## src/rtl/music_tone_if.sv

```systemverilog
// Note request / status bundle for music_tone_player.
// The master side drives the note requests and the slave side is the player.
interface music_tone_if #(
    parameter int NUM_CH    = 2,
    parameter int DUR_WIDTH = 8
);
    logic [NUM_CH*12-1:0]        note_code;
    logic [NUM_CH*DUR_WIDTH-1:0] note_dur;
    logic [NUM_CH-1:0]           note_valid;
    logic [NUM_CH-1:0]           note_ready;
    logic [NUM_CH-1:0]           busy;
    logic [NUM_CH-1:0]           note_done;
    logic [NUM_CH-1:0]           bad_code;
    logic [NUM_CH-1:0]           tone_out;
    logic                        tone_mix;

    modport master (
        output note_code, note_dur, note_valid,
        input  note_ready, busy, note_done, bad_code, tone_out, tone_mix
    );

    modport slave (
        input  note_code, note_dur, note_valid,
        output note_ready, busy, note_done, bad_code, tone_out, tone_mix
    );
endinterface

```

## src/rtl/music_tone_player.sv

```systemverilog
// Multi-channel buzzer tone player: per-channel note decode, preset-load square wave, beat timing.
// Optional MUSIC_TONE_GAP_EN inserts a one-beat silent gap after every note.
module music_tone_player #(
    parameter int NUM_CH    = 2,
    parameter int CNT_WIDTH = 14,
    parameter int DUR_WIDTH = 8,
    parameter int PRE_DIV   = 4,
    parameter int BEAT_DIV  = 2500000
) (
    input  logic         clk,
    input  logic         rst,
    music_tone_if.slave  bus
);
    localparam logic [CNT_WIDTH-1:0] MAX = '1;
    localparam int PW = $clog2(PRE_DIV + 1);
    localparam int BW = $clog2(BEAT_DIV + 1);
    localparam logic [PW-1:0] PRE_LAST  = PW'(PRE_DIV - 1);
    localparam logic [BW-1:0] BEAT_LAST = BW'(BEAT_DIV - 1);

    typedef enum logic [1:0] {IDLE, PLAY, GAP} state_t;

    function automatic logic [13:0] table_t(input logic [1:0] row, input logic [2:0] idx);
        logic [13:0] t;
        t = 14'd16383;
        case ({row, idx})
            {2'd0, 3'd1}: t = 14'd4915;
            {2'd0, 3'd2}: t = 14'd6168;
            {2'd0, 3'd3}: t = 14'd7281;
            {2'd0, 3'd4}: t = 14'd7792;
            {2'd0, 3'd5}: t = 14'd8730;
            {2'd0, 3'd6}: t = 14'd9565;
            {2'd0, 3'd7}: t = 14'd10310;
            {2'd1, 3'd1}: t = 14'd10647;
            {2'd1, 3'd2}: t = 14'd11272;
            {2'd1, 3'd3}: t = 14'd11831;
            {2'd1, 3'd4}: t = 14'd12094;
            {2'd1, 3'd5}: t = 14'd12556;
            {2'd1, 3'd6}: t = 14'd12947;
            {2'd1, 3'd7}: t = 14'd13346;
            {2'd2, 3'd1}: t = 14'd13516;
            {2'd2, 3'd2}: t = 14'd13829;
            {2'd2, 3'd3}: t = 14'd14109;
            {2'd2, 3'd4}: t = 14'd14235;
            {2'd2, 3'd5}: t = 14'd14470;
            {2'd2, 3'd6}: t = 14'd14678;
            {2'd2, 3'd7}: t = 14'd14864;
            default:      t = 14'd16383;
        endcase
        return t;
    endfunction

    // Returns {illegal, preset}; illegal codes and the rest code both load MAX (silent).
    function automatic logic [CNT_WIDTH:0] decode_note(input logic [11:0] code);
        logic        illegal;
        logic [1:0]  nz;
        logic [13:0] t;
        nz = {1'b0, |code[11:8]} + {1'b0, |code[7:4]} + {1'b0, |code[3:0]};
        illegal = code[11] | code[7] | code[3] | (nz > 2'd1);
        if (illegal)               t = 14'h3FFF;
        else if (code[10:8] != '0) t = table_t(2'd2, code[10:8]);
        else if (code[6:4] != '0)  t = table_t(2'd1, code[6:4]);
        else                       t = table_t(2'd0, code[2:0]);
        return {illegal, MAX - CNT_WIDTH'(14'h3FFF - t)};
    endfunction

    logic [NUM_CH-1:0] ready_v, busy_v, done_v, bad_v, tone_v;
    logic              mix_p1;

    for (genvar i = 0; i < NUM_CH; i++) begin : g_ch
        state_t                 state, state_nxt;
        logic [CNT_WIDTH-1:0]   cnt, preset;
        logic [PW-1:0]          pre;
        logic [BW-1:0]          beat_clk;
        logic [DUR_WIDTH-1:0]   beats, dur;
        logic                   tone, done, bad;
        logic                   accept, tone_en, play_end, gap_end;
        logic [CNT_WIDTH:0]     dec;

        assign dec      = decode_note(bus.note_code[12*i +: 12]);
        assign accept   = bus.note_valid[i] && (state == IDLE);
        assign tone_en  = (state == PLAY) && (pre == PRE_LAST);
        assign play_end = (dur == '0) || ((beat_clk == BEAT_LAST) && (beats == dur - 1'b1));
        assign gap_end  = (beat_clk == BEAT_LAST);

        always_ff @(posedge clk) begin
            if (rst) state <= IDLE;
            else     state <= state_nxt;
        end

        always_comb begin
            state_nxt = state;
            case (state)
                IDLE: if (accept) state_nxt = PLAY;
                PLAY: if (play_end) begin
`ifdef MUSIC_TONE_GAP_EN
                    state_nxt = GAP;
`else
                    state_nxt = IDLE;
`endif
                end
                GAP:  if (gap_end) state_nxt = IDLE;
                default: state_nxt = IDLE;
            endcase
        end

        always_ff @(posedge clk) begin
            if (rst) begin
                cnt      <= '0;
                preset   <= '0;
                pre      <= '0;
                beat_clk <= '0;
                beats    <= '0;
                dur      <= '0;
                tone     <= 1'b0;
                done     <= 1'b0;
                bad      <= 1'b0;
            end else begin
                done <= (state != IDLE) && (state_nxt == IDLE);
                bad  <= accept && dec[CNT_WIDTH];
                if (accept) begin
                    preset   <= dec[CNT_WIDTH-1:0];
                    cnt      <= dec[CNT_WIDTH-1:0];
                    dur      <= bus.note_dur[DUR_WIDTH*i +: DUR_WIDTH];
                    pre      <= '0;
                    beat_clk <= '0;
                    beats    <= '0;
                    tone     <= 1'b0;
                end else if (state == PLAY) begin
                    pre <= (pre == PRE_LAST) ? '0 : pre + 1'b1;
                    if (tone_en) begin
                        if (cnt == MAX) begin
                            cnt <= preset;
                            if (preset != MAX) tone <= ~tone;
                        end else begin
                            cnt <= cnt + 1'b1;
                        end
                    end
                    if (beat_clk == BEAT_LAST) begin
                        beat_clk <= '0;
                        beats    <= beats + 1'b1;
                    end else begin
                        beat_clk <= beat_clk + 1'b1;
                    end
                    // Leaving PLAY silences the pin and rearms the beat timer for a gap.
                    if (play_end) begin
                        tone     <= 1'b0;
                        beat_clk <= '0;
                    end
                end else if (state == GAP) begin
                    beat_clk <= gap_end ? '0 : beat_clk + 1'b1;
                end
            end
        end

        assign ready_v[i] = (state == IDLE);
        assign busy_v[i]  = (state != IDLE);
        assign done_v[i]  = done;
        assign bad_v[i]   = bad;
        assign tone_v[i]  = tone;
    end

    // Stage p1: registered mix of all channel tones.
    always_ff @(posedge clk) begin
        if (rst) mix_p1 <= 1'b0;
        else     mix_p1 <= |tone_v;
    end

    assign bus.note_ready = ready_v;
    assign bus.busy       = busy_v;
    assign bus.note_done  = done_v;
    assign bus.bad_code   = bad_v;
    assign bus.tone_out   = tone_v;
    assign bus.tone_mix   = mix_p1;
endmodule

```

## src/flat_wrapper.sv

```systemverilog
// flat-port wrapper written by rule: the top's interface ports become plain ports
module music_tone_player_flat 
#(
    parameter int NUM_CH    = 2,
    parameter int CNT_WIDTH = 14,
    parameter int DUR_WIDTH = 8,
    parameter int PRE_DIV   = 4,
    parameter int BEAT_DIV  = 2500000
)
  (clk, rst, bus_note_code, bus_note_dur, bus_note_valid, bus_note_ready, bus_busy, bus_note_done, bus_bad_code, bus_tone_out, bus_tone_mix);
  music_tone_if #(.NUM_CH(NUM_CH), .DUR_WIDTH(DUR_WIDTH)) bus_i ();
  input  logic clk;
  input  logic rst;
  input wire logic [$bits(bus_i.note_code)-1:0] bus_note_code;
  input wire logic [$bits(bus_i.note_dur)-1:0] bus_note_dur;
  input wire logic [$bits(bus_i.note_valid)-1:0] bus_note_valid;
  output wire logic [$bits(bus_i.note_ready)-1:0] bus_note_ready;
  output wire logic [$bits(bus_i.busy)-1:0] bus_busy;
  output wire logic [$bits(bus_i.note_done)-1:0] bus_note_done;
  output wire logic [$bits(bus_i.bad_code)-1:0] bus_bad_code;
  output wire logic [$bits(bus_i.tone_out)-1:0] bus_tone_out;
  output wire logic [$bits(bus_i.tone_mix)-1:0] bus_tone_mix;
  assign bus_i.note_code = bus_note_code;
  assign bus_i.note_dur = bus_note_dur;
  assign bus_i.note_valid = bus_note_valid;
  assign bus_note_ready = bus_i.note_ready;
  assign bus_busy = bus_i.busy;
  assign bus_note_done = bus_i.note_done;
  assign bus_bad_code = bus_i.bad_code;
  assign bus_tone_out = bus_i.tone_out;
  assign bus_tone_mix = bus_i.tone_mix;
  music_tone_player #(.NUM_CH(NUM_CH), .CNT_WIDTH(CNT_WIDTH), .DUR_WIDTH(DUR_WIDTH), .PRE_DIV(PRE_DIV), .BEAT_DIV(BEAT_DIV)) u_core (.clk(clk), .rst(rst), .bus(bus_i));
endmodule
```

## config.mk

```make
export PLATFORM = sky130hd
export DESIGN_NAME = music_tone_player_flat
export DESIGN_NICKNAME = d
export VERILOG_FILES = /design/src/rtl/music_tone_if.sv /design/src/rtl/music_tone_player.sv /design/src/flat_wrapper.sv
export SDC_FILE = /design/constraint.sdc
export NUM_CORES = 1
export LEC_CHECK = 0
export ABC_AREA = 1
export BUFFER_PORTS_ARGS = -buffer_cell sky130_fd_sc_hd__clkbuf_2
export CAP_MARGIN = 20
export CORE_MARGIN = 1.5
export CORE_UTILIZATION = 45
export CTS_BUF_LIST = sky130_fd_sc_hd__clkbuf_16
export DETAILED_ROUTE_END_ITERATION = 12
export GPL_TIMING_DRIVEN = 0
export SETUP_SLACK_MARGIN = 0.5
export SYNTH_ARGS = -nofsm -noshare
export SYNTH_HDL_FRONTEND = slang
export SYNTH_SLANG_ARGS = --single-unit
```

## constraint.sdc

```tcl
create_clock -name clk -period 2.7 [get_ports clk]
set_input_delay 0.135 -clock clk [delete_from_list [all_inputs] [get_ports clk]]
set_output_delay 0.135 -clock clk [all_outputs]
set_load 0.01 [all_outputs]
```

# Word level (Yosys, flattened, before mapping)
# Index checks and enable logic that the tools add are counted.
# word_totals
ff_bits,149
word_cells,202
input_bits,44
output_inout_bits,11
# classes
reduce_logical,51
magnitude_cmp,2
add_sub_neg,18
n_eq_ne,56
bitwise_logic,8
mux,46
# ops
operator,count
$mux 14,14
$pmux 14 s7,2
$pmux 13 s7,2
$mux 22,8
$pmux 12 s7,2
$eq 3x3->1 const B,24
$sub 14x14->14 const A,4
$add 22x1->22 const B,2
$eq 22x22->1 const B,2
$eq 3x2->1 const B,14
$add 14x1->14 const B,2
$eq 14x14->1 const B,2
$ne 14x14->1 const B,2
$reduce_bool 2->1,14
$reduce_or 4->1,6
$eq 3x1->1 const B,6
$add 8x1->8 const B,2
$eq 8x8->1,2
$logic_not 8->1,2
$sub 8x1->8 const B,2
$mux 2,6
$pmux 2 s3,2
$reduce_bool 3->1,4
$logic_and 1x1->1,10
other kinds (15),45

# Longest topological paths before layout
# Gate-level depths: netlist of the first run.
# logic_depth
depth_word,9
ltp_mapped,16
ltp_nobuf,15

# Least setup slack after synthesis of the first run
# OpenSTA, ideal clock, no wires.
# synth_timing
path_kind,input-to-reg
start,input port bus_note_code[10]
end,register u_core.g_ch[0].cnt[2]
arrival_ns,1.979
setup_slack_ns,0.591
setup_ns,0.130
stages,11
t_required_ns,2.570
n_path_buf,1
path_cell_list,inv_1 -> nand2_1 -> nor2_2 -> inv_1 -> or2_2 -> ha_1 -> a211oi_2 -> buf_2 -> o221ai_1 -> nand2_1 -> o21ai_0
# synth_via
elab_chain_cells,9
word_cells_on_any_way,19
cone_classes,add/sub: 4; order compare: 1; eq/ne: 7; mux: 4; bitwise: 1; reduce/logical: 2
# synth_lines
element,line,source
"start, declared",flat_wrapper.sv:14,input wire logic [$bits(bus_i.note_code)-1:0] bus_note_code;
$reduce_or 4->1,music_tone_player.sv:57,"nz = {1'b0, |code[11:8]} + {1'b0, |code[7:4]} + {1'b0, |code[3:0]};"
$add 1x1->2,music_tone_player.sv:57,
$add 2x1->2,music_tone_player.sv:57,
$gt 2x1->1,music_tone_player.sv:58,illegal = code[11] | code[7] | code[3] | (nz > 2'd1);
$or 1x1->1,music_tone_player.sv:58,
$mux 14 *,music_tone_player.sv:59,if (illegal) t = 14'h3FFF;
$sub 14x14->14 * (2 in series),music_tone_player.sv:63,"return {illegal, MAX - CNT_WIDTH'(14'h3FFF - t)};"
$mux 14 *,music_tone_player.sv:120,if (accept) begin
"end signal, assigned",music_tone_player.sv:122,cnt <= dec[CNT_WIDTH-1:0];
"end signal, assigned",music_tone_player.sv:132,cnt <= preset;
"end signal, assigned",music_tone_player.sv:135,cnt <= cnt + 1'b1;
"end, declared",music_tone_player.sv:71,"logic [CNT_WIDTH-1:0] cnt, preset;"
# Mark *: on every way between the ends. The rest lies on a longest branch, timed or not.
# A chain may end at the register's enable or synchronous reset.

# Worst setup path after layout of the first run
# layout_timing
start,input port bus_note_code[10]
end,register u_core.g_ch[0].cnt[9]
# Same word-level chain as after synthesis.

==> impl_metrics.yaml, run 1 <==
outcome:
  status: "completed"
cts:
  h-tree-depth: 4
  clock-sinks: 149
  cts_tree: "built"
  clockRootBuffer: "clkbuf_16"
  clkTransAtPathRegs_ps: 70
  cts_buffers: 17
  clk_path_buf_depth: 2
  clk_latency_ps: 430
finish:
  finalNetCount: 1648
  area_delta_synth_final_pct: 16.4
  diodes: 0
  fin_util_pct: 53.9
  drive_above_1_share_pct: 11.0
logic_synthesis:
  async_flop_share_pct: 0
  yosysWarnings: 0
  synth.area.top_cells: "dfxtp_1, nand2_1, inv_1"
  synthTopCellsByCount: "nand2_1, inv_1, nor2_1"
  synth_ff_type: "dfxtp_1"
  synth_top_area_cell: "dfxtp_1"
  synthDistinctLibCells: 52
  yosysMostFrequentCell: "nand2_1"
  synth_top_cell_area_share_pct: 31.4
  synth_edf_count: 0
  syn_area_mm2: 0.00950
  avgSynthCellArea_um2: 6.40
  ys_seq_area_share_pct: 31.4
  synth.net_count: 1553
  ys_ff_latch: 149
  syn-instance-count: 1483
power:
  vdd_drop_max_mv: 0.357
  power.density_mw_per_mm2: 518
  p_total_w: 0.00572
  p_leak_nw: 4.72
floorplanning:
  die_area_mm2: 0.0220
  die_x_um: 148
  pin_count: 55
  initial_core_util_pct: 46.3
  rows: 52
  die_h_um: 148
  core_mm2: 0.0205
global_routing:
  grt_max_degree: 17
  grt_first_pass_wirelength_um: 42100
  grt_overflow: 0
  grt_usage_pct: 23.4
  grt_pass1_vias: 8877
  antenna_found_initial: 0
placement:
  port_buffers: 52
  dp_hpwl_um: 19000
  pre_cts_ws_ps: -48.8
  gp_congestion: 0.909
critical_path:
  criticalPathCategory: "in2reg"
  required_ps: 2980
  crit_arrival_ps: 2350
  cp_max_fo: 5
  crit_path_end_kind: "register"
  start_kind: "primary input"
detailed_routing:
  firstDrtPassIters: 5
  routedWlPerCell_um: 13.5
  drc: 0
  ant_nets: 0
  via_per_inst: 5.16
  wirelength_um: 25200
  drt_iter0_markers: 564
  num_vias: 9603
sta:
  worstMarginPinSlew_ps: 725
  setup_ws_ps: 631
  fmax_mhz: 483
  finalCritPeriodShare_pct: 76.6
  finalHoldViolations: 0
  hold-worst-slack_ps: 43.2
  skew_ps: 11.0
  finalSetupTns_ps: 0
  final_max_slew_viol_count: 0
  period_needed_ps: 2070
  setup_viol: 0
  rsz0062_at_grt: "yes"
  relSlewSlack_pct: 51.7
hold_path:
  hold_path.class: "in2reg"
flow_run:
  cap_violations: 0
## worst max-delay path, stage by stage
cell and delay [ps]:
clkbuf_2 120, inv_1 140, nand2_1 130, nor2_4 170, inv_1 120, or2_2 290, ha_1 310, a211oi_4 270
and2_1 200, nand3_1 180, a22oi_1 190, a21oi_1 80
## repair_timing
item,4_1_cts,5_1_grt
buffers inserted,0,8
endpoints found under the hold margin,16,0
pin swaps,0,4
resized for setup,13,45
hold buffers,16,0
setup endpoints to repair,88,109
## routing by layer
layer  part of all wire, %  vias up  track usage (%)
met3                   3.9       25             4.08
met1                    49     4390             31.6
met4                   1.3        0             5.94
li1                      -     5001                -
met2                    46      187             38.9
met5                     0        -                0
## where the power goes
group / switching (W) / internal, W
logic: 0.000575 / 0.000308
registers: 0.0000938 / 0.00232
clock network: 0.000978 / 0.00145
total: 0.00165 / 0.00407
## final cells by class
cell class	instances	area, µm²
Sequential cell	149	2990
Multi-Input combinational cell	1095	5660
Buffer	50	287
Clock buffer	17	425
Clock inverter	15	166
Fill cell	2151	9440
Tap cell	270	338
Timing Repair Buffer	76	480
Inverter	189	712
## cells by family after synthesis
family          Yosys count  share of synthesized area, %
simple gates            760                          35.0
buf+inv                 239                          10.2
xor+xnor                 56                          5.16
fa+ha+maj                26                          3.43
flops                   149                          31.4
compound gates          253                          14.8
## sequential cells by signal, summed over array words and instances, names as in the netlist, 4 cells and up
name and count:
u_core.g_ch.preset 28, u_core.g_ch.state 4, u_core.g_ch.beats 16, u_core.g_ch.cnt 28, u_core.g_ch.pre 6, u_core.g_ch.beat_clk 44, u_core.g_ch.dur 16
## placed cells by master (no fill, tap or decap), types with 4 or more instances in the layout
cell type      count
nand2_1          390
inv_1            188
dfxtp_1          147
nor2_1           141
o21ai_0          108
nand3_1          107
a21oi_1           91
clkbuf_2          59
xor2_1            41
nor3_1            24
ha_1              24
nand4_1           23
nand3b_1          20
clkbuf_16         17
dlygate4sd3_1     16
xnor2_1           15
clkbuf_1          14
buf_4             14
nor2_2            13
buf_2             12
nor2_4             9
nand2_2            8
o211ai_1           8
a22oi_1            7
o31ai_1            6
o22ai_1            6
nor4_1             6
buf_6              6
or2_2              5
a31oi_1            4
a211oi_1           4
## final timing paths
check / from / end / slack, ps / depth (start not counted)
setup / recovery: bus_note_code[10] / u_core.g_ch[0].cnt[9]$_SDFFE_PP0P_ / 630 / 12
hold / removal: bus_note_valid[0] / u_core.g_ch[0].bad$_SDFF_PP0_ / 40 / 3
setup reg to reg: u_core.g_ch[0].beat_clk[0]$_SDFFE_PP0P_ / u_core.g_ch[0].beat_clk[12]$_SDFFE_PP0P_ / 650 / 13
hold reg to reg: u_core.g_ch[1].pre[2]$_SDFFE_PP0P_ / u_core.g_ch[1].pre[2]$_SDFFE_PP0P_ / 460 / 2
## stage by stage
stage          instances  instance area (µm²)
2_1_floorplan       1483                 9500
3_3_place_gp        1805                10100
3_5_place_dp        1805                10100
4_1_cts             1853                10900
5_1_grt             1861                11100
6_report            1861                11100
No activity file was read; power rests on OpenSTA's default activity.
==> run 2, diff against run 1 <==
==> constraint.sdc (replaced) <==
create_clock -name clk -period 1.8 [get_ports clk]
set_input_delay 0.09 -clock clk [delete_from_list [all_inputs] [get_ports clk]]
set_output_delay 0.09 -clock clk [all_outputs]
set_load 0.01 [all_outputs]
==> impl_metrics.yaml, run 2 (synthesized netlist as in run 1, its figures left out) <==
sta:
  setup_ws_ps: -127
  setup_viol: 44
  finalCritPeriodShare_pct: 107
  final_max_slew_viol_count: 0
  skew_ps: 11.2
  rsz0062_at_grt: "yes"
  fmax_mhz: 519
  relSlewSlack_pct: 53.5
  hold-worst-slack_ps: 60.0
  period_needed_ps: 1930
  worstMarginPinSlew_ps: 697
  finalHoldViolations: 0
cts:
  cts_buffers: 17
  clk_path_buf_depth: 2
  clkTransAtPathRegs_ps: 70
  clk_latency_ps: 430
  clockRootBuffer: "clkbuf_16"
  cts_tree: "built"
  clock-sinks: 149
  h-tree-depth: 4
placement:
  dp_hpwl_um: 18700
  gp_congestion: 0.900
  port_buffers: 52
detailed_routing:
  ant_nets: 0
  wirelength_um: 31500
  firstDrtPassIters: 5
  num_vias: 10700
  via_per_inst: 5.30
  drt_iter0_markers: 735
  drc: 0
  routedWlPerCell_um: 15.7
finish:
  layout_commonest_cell: "nand2_1"
  layout_common_cells: "nand2_1, inv_1, buf_4"
  finalNetCount: 1797
  largest-register: "u_core.g_ch.beat_clk"
  area_delta_synth_final_pct: 53.9
  fin_util_pct: 71.3
  largestRegisters: "u_core.g_ch.beat_clk x44, u_core.g_ch.cnt x28, u_core.g_ch.preset x28"
  diodes: 0
  largest_reg_flops: 44
  drive_above_1_share_pct: 39.4
floorplanning:
  die_area_mm2: 0.0220
  core_mm2: 0.0205
  rows: 52
  die_x_um: 148
  pin_count: 55
  initial_core_util_pct: 46.3
  die_h_um: 148
critical_path:
  crit_arrival_ps: 2230
  crit_slowest_cell: "dfxtp_1"
  path_cells: "inv_1 > nand2_1 > nor2_2 > nand2_2 > nor2_4 > nand2_4 > nor2_1 > nand3_2 > nand2_2 > nand2_4 > buf_6 > nand3b_1 > a21oi_1"
  cp_max_fo: 6
  path_buf_inv: 2
  criticalPathCategory: "reg2reg"
  required_ps: 2110
  cp_top_family: "simple AND/OR/NAND/NOR gates"
  start_kind: "register"
  max_stage_delay_ps: 340
  crit_path_end_kind: "register"
power:
  p_leak_nw: 6.17
  vdd_drop_max_mv: 0.601
  power.density_mw_per_mm2: 669
global_routing:
  grt_overflow: 0
  grt_first_pass_wirelength_um: 47100
  grt_pass1_vias: 9836
  grt_usage_pct: 26.4
  antenna_found_initial: 0
  grt_max_degree: 17
outcome:
  failed_checks: "setup timing"
  status: "finished, violations left"
hold_path:
  hold_path.class: "in2reg"
flow_run:
  cap_violations: 0
-- run 2: changes by cell type in the layout (fill, tap and decap cells not counted), moves of 37 or more --
cell | before | now
a21oi_1 | 91 | 53
a21oi_2 | 0 | 37
buf_4 | 14 | 110
buf_6 | 6 | 61
dfxtp_1 | 147 | 107
inv_1 | 188 | 145
nand2_1 | 390 | 310
nand2_2 | 8 | 54
nand3_1 | 107 | 60
o21ai_0 | 108 | 29
o21ai_1 | 3 | 52
-- run 2: metrics by stage --
step	std cells	power [W]	instance area, µm²	worst slack [ps]	TNS [ps]
2_1_floorplan	1483	0.00469	10100	45.8	0
3_3_place_gp	1805	0.00509	10700	-511	-22270
3_5_place_dp	1805	0.00510	10700	-513	-23170
4_1_cts	1960	0.00937	13000	17.5	0
5_1_grt	2010	0.0102	14600	-216	-8210
6_report	2010	0.00978	14600	-127	-2550
-- run 2: layout make-up --
class / instances / area, µm²
repair buffers: 224 / 1980
clock inverters: 15 / 210
fillers: 1640 / 5880
plain buffers: 50 / 515
multi-input cells: 1096 / 7290
flip-flops and latches: 149 / 3060
inverters: 189 / 797
well taps: 270 / 338
clock buffers: 17 / 425
-- run 2: repair_timing --
| item | 4_1_cts | 5_1_grt |
|---|---|---|
| hold buffers | 16 | 0 |
| gates resized for setup | 220 | 327 |
| pin swaps | 65 | 100 |
| buffers inserted | 98 | 45 |
| endpoints found under the hold margin | 16 | 0 |
| cloned | 9 | 5 |
| endpoints found under the setup margin | 150 | 148 |
-- run 2: report_power, final --
| group | internal, W | total (W) | switching, W | leakage (nW) |
|---|---|---|---|---|
| logic | 0.000922 | 0.00216 | 0.00124 | 4.62 |
| clock network | 0.00245 | 0.00397 | 0.00152 | 0.312 |
| registers | 0.00348 | 0.00364 | 0.000166 | 1.24 |
-- run 2: worst paths after layout --
check	from	endpoint	slack, ps	depth (start not counted)
setup / recovery	u_core.g_ch[0].beat_clk[11]$_SDFFE_PP0P_	u_core.g_ch[0].beat_clk[17]$_SDFFE_PP0P_	-130	13
hold / removal	bus_note_code[21]	u_core.g_ch[1].preset[0]$_SDFFE_PP0P_	60	5
setup reg to reg	u_core.g_ch[0].beat_clk[11]$_SDFFE_PP0P_	u_core.g_ch[0].beat_clk[17]$_SDFFE_PP0P_	-130	13
hold reg to reg	u_core.g_ch[1].pre[2]$_SDFFE_PP0P_	u_core.g_ch[1].pre[2]$_SDFFE_PP0P_	480	2
-- run 2: worst min-delay path: stages --
cell and delay [ps]:
buf_12 90, nand2_1 60, nand3_1 120, nand2_4 60, nand2_2 40
-- run 2: per-layer routing --
| layer | vias up | GRT usage, % | wire length, µm |
|---|---|---|---|
| met5 | - | 0 | 0 |
| met3 | 60 | 4.26 | 1450 |
| met2 | 306 | 46.5 | 15600 |
| li1 | 5324 | - | - |
| met4 | 0 | 7.82 | 768 |
| met1 | 4968 | 33.2 | 13600 |
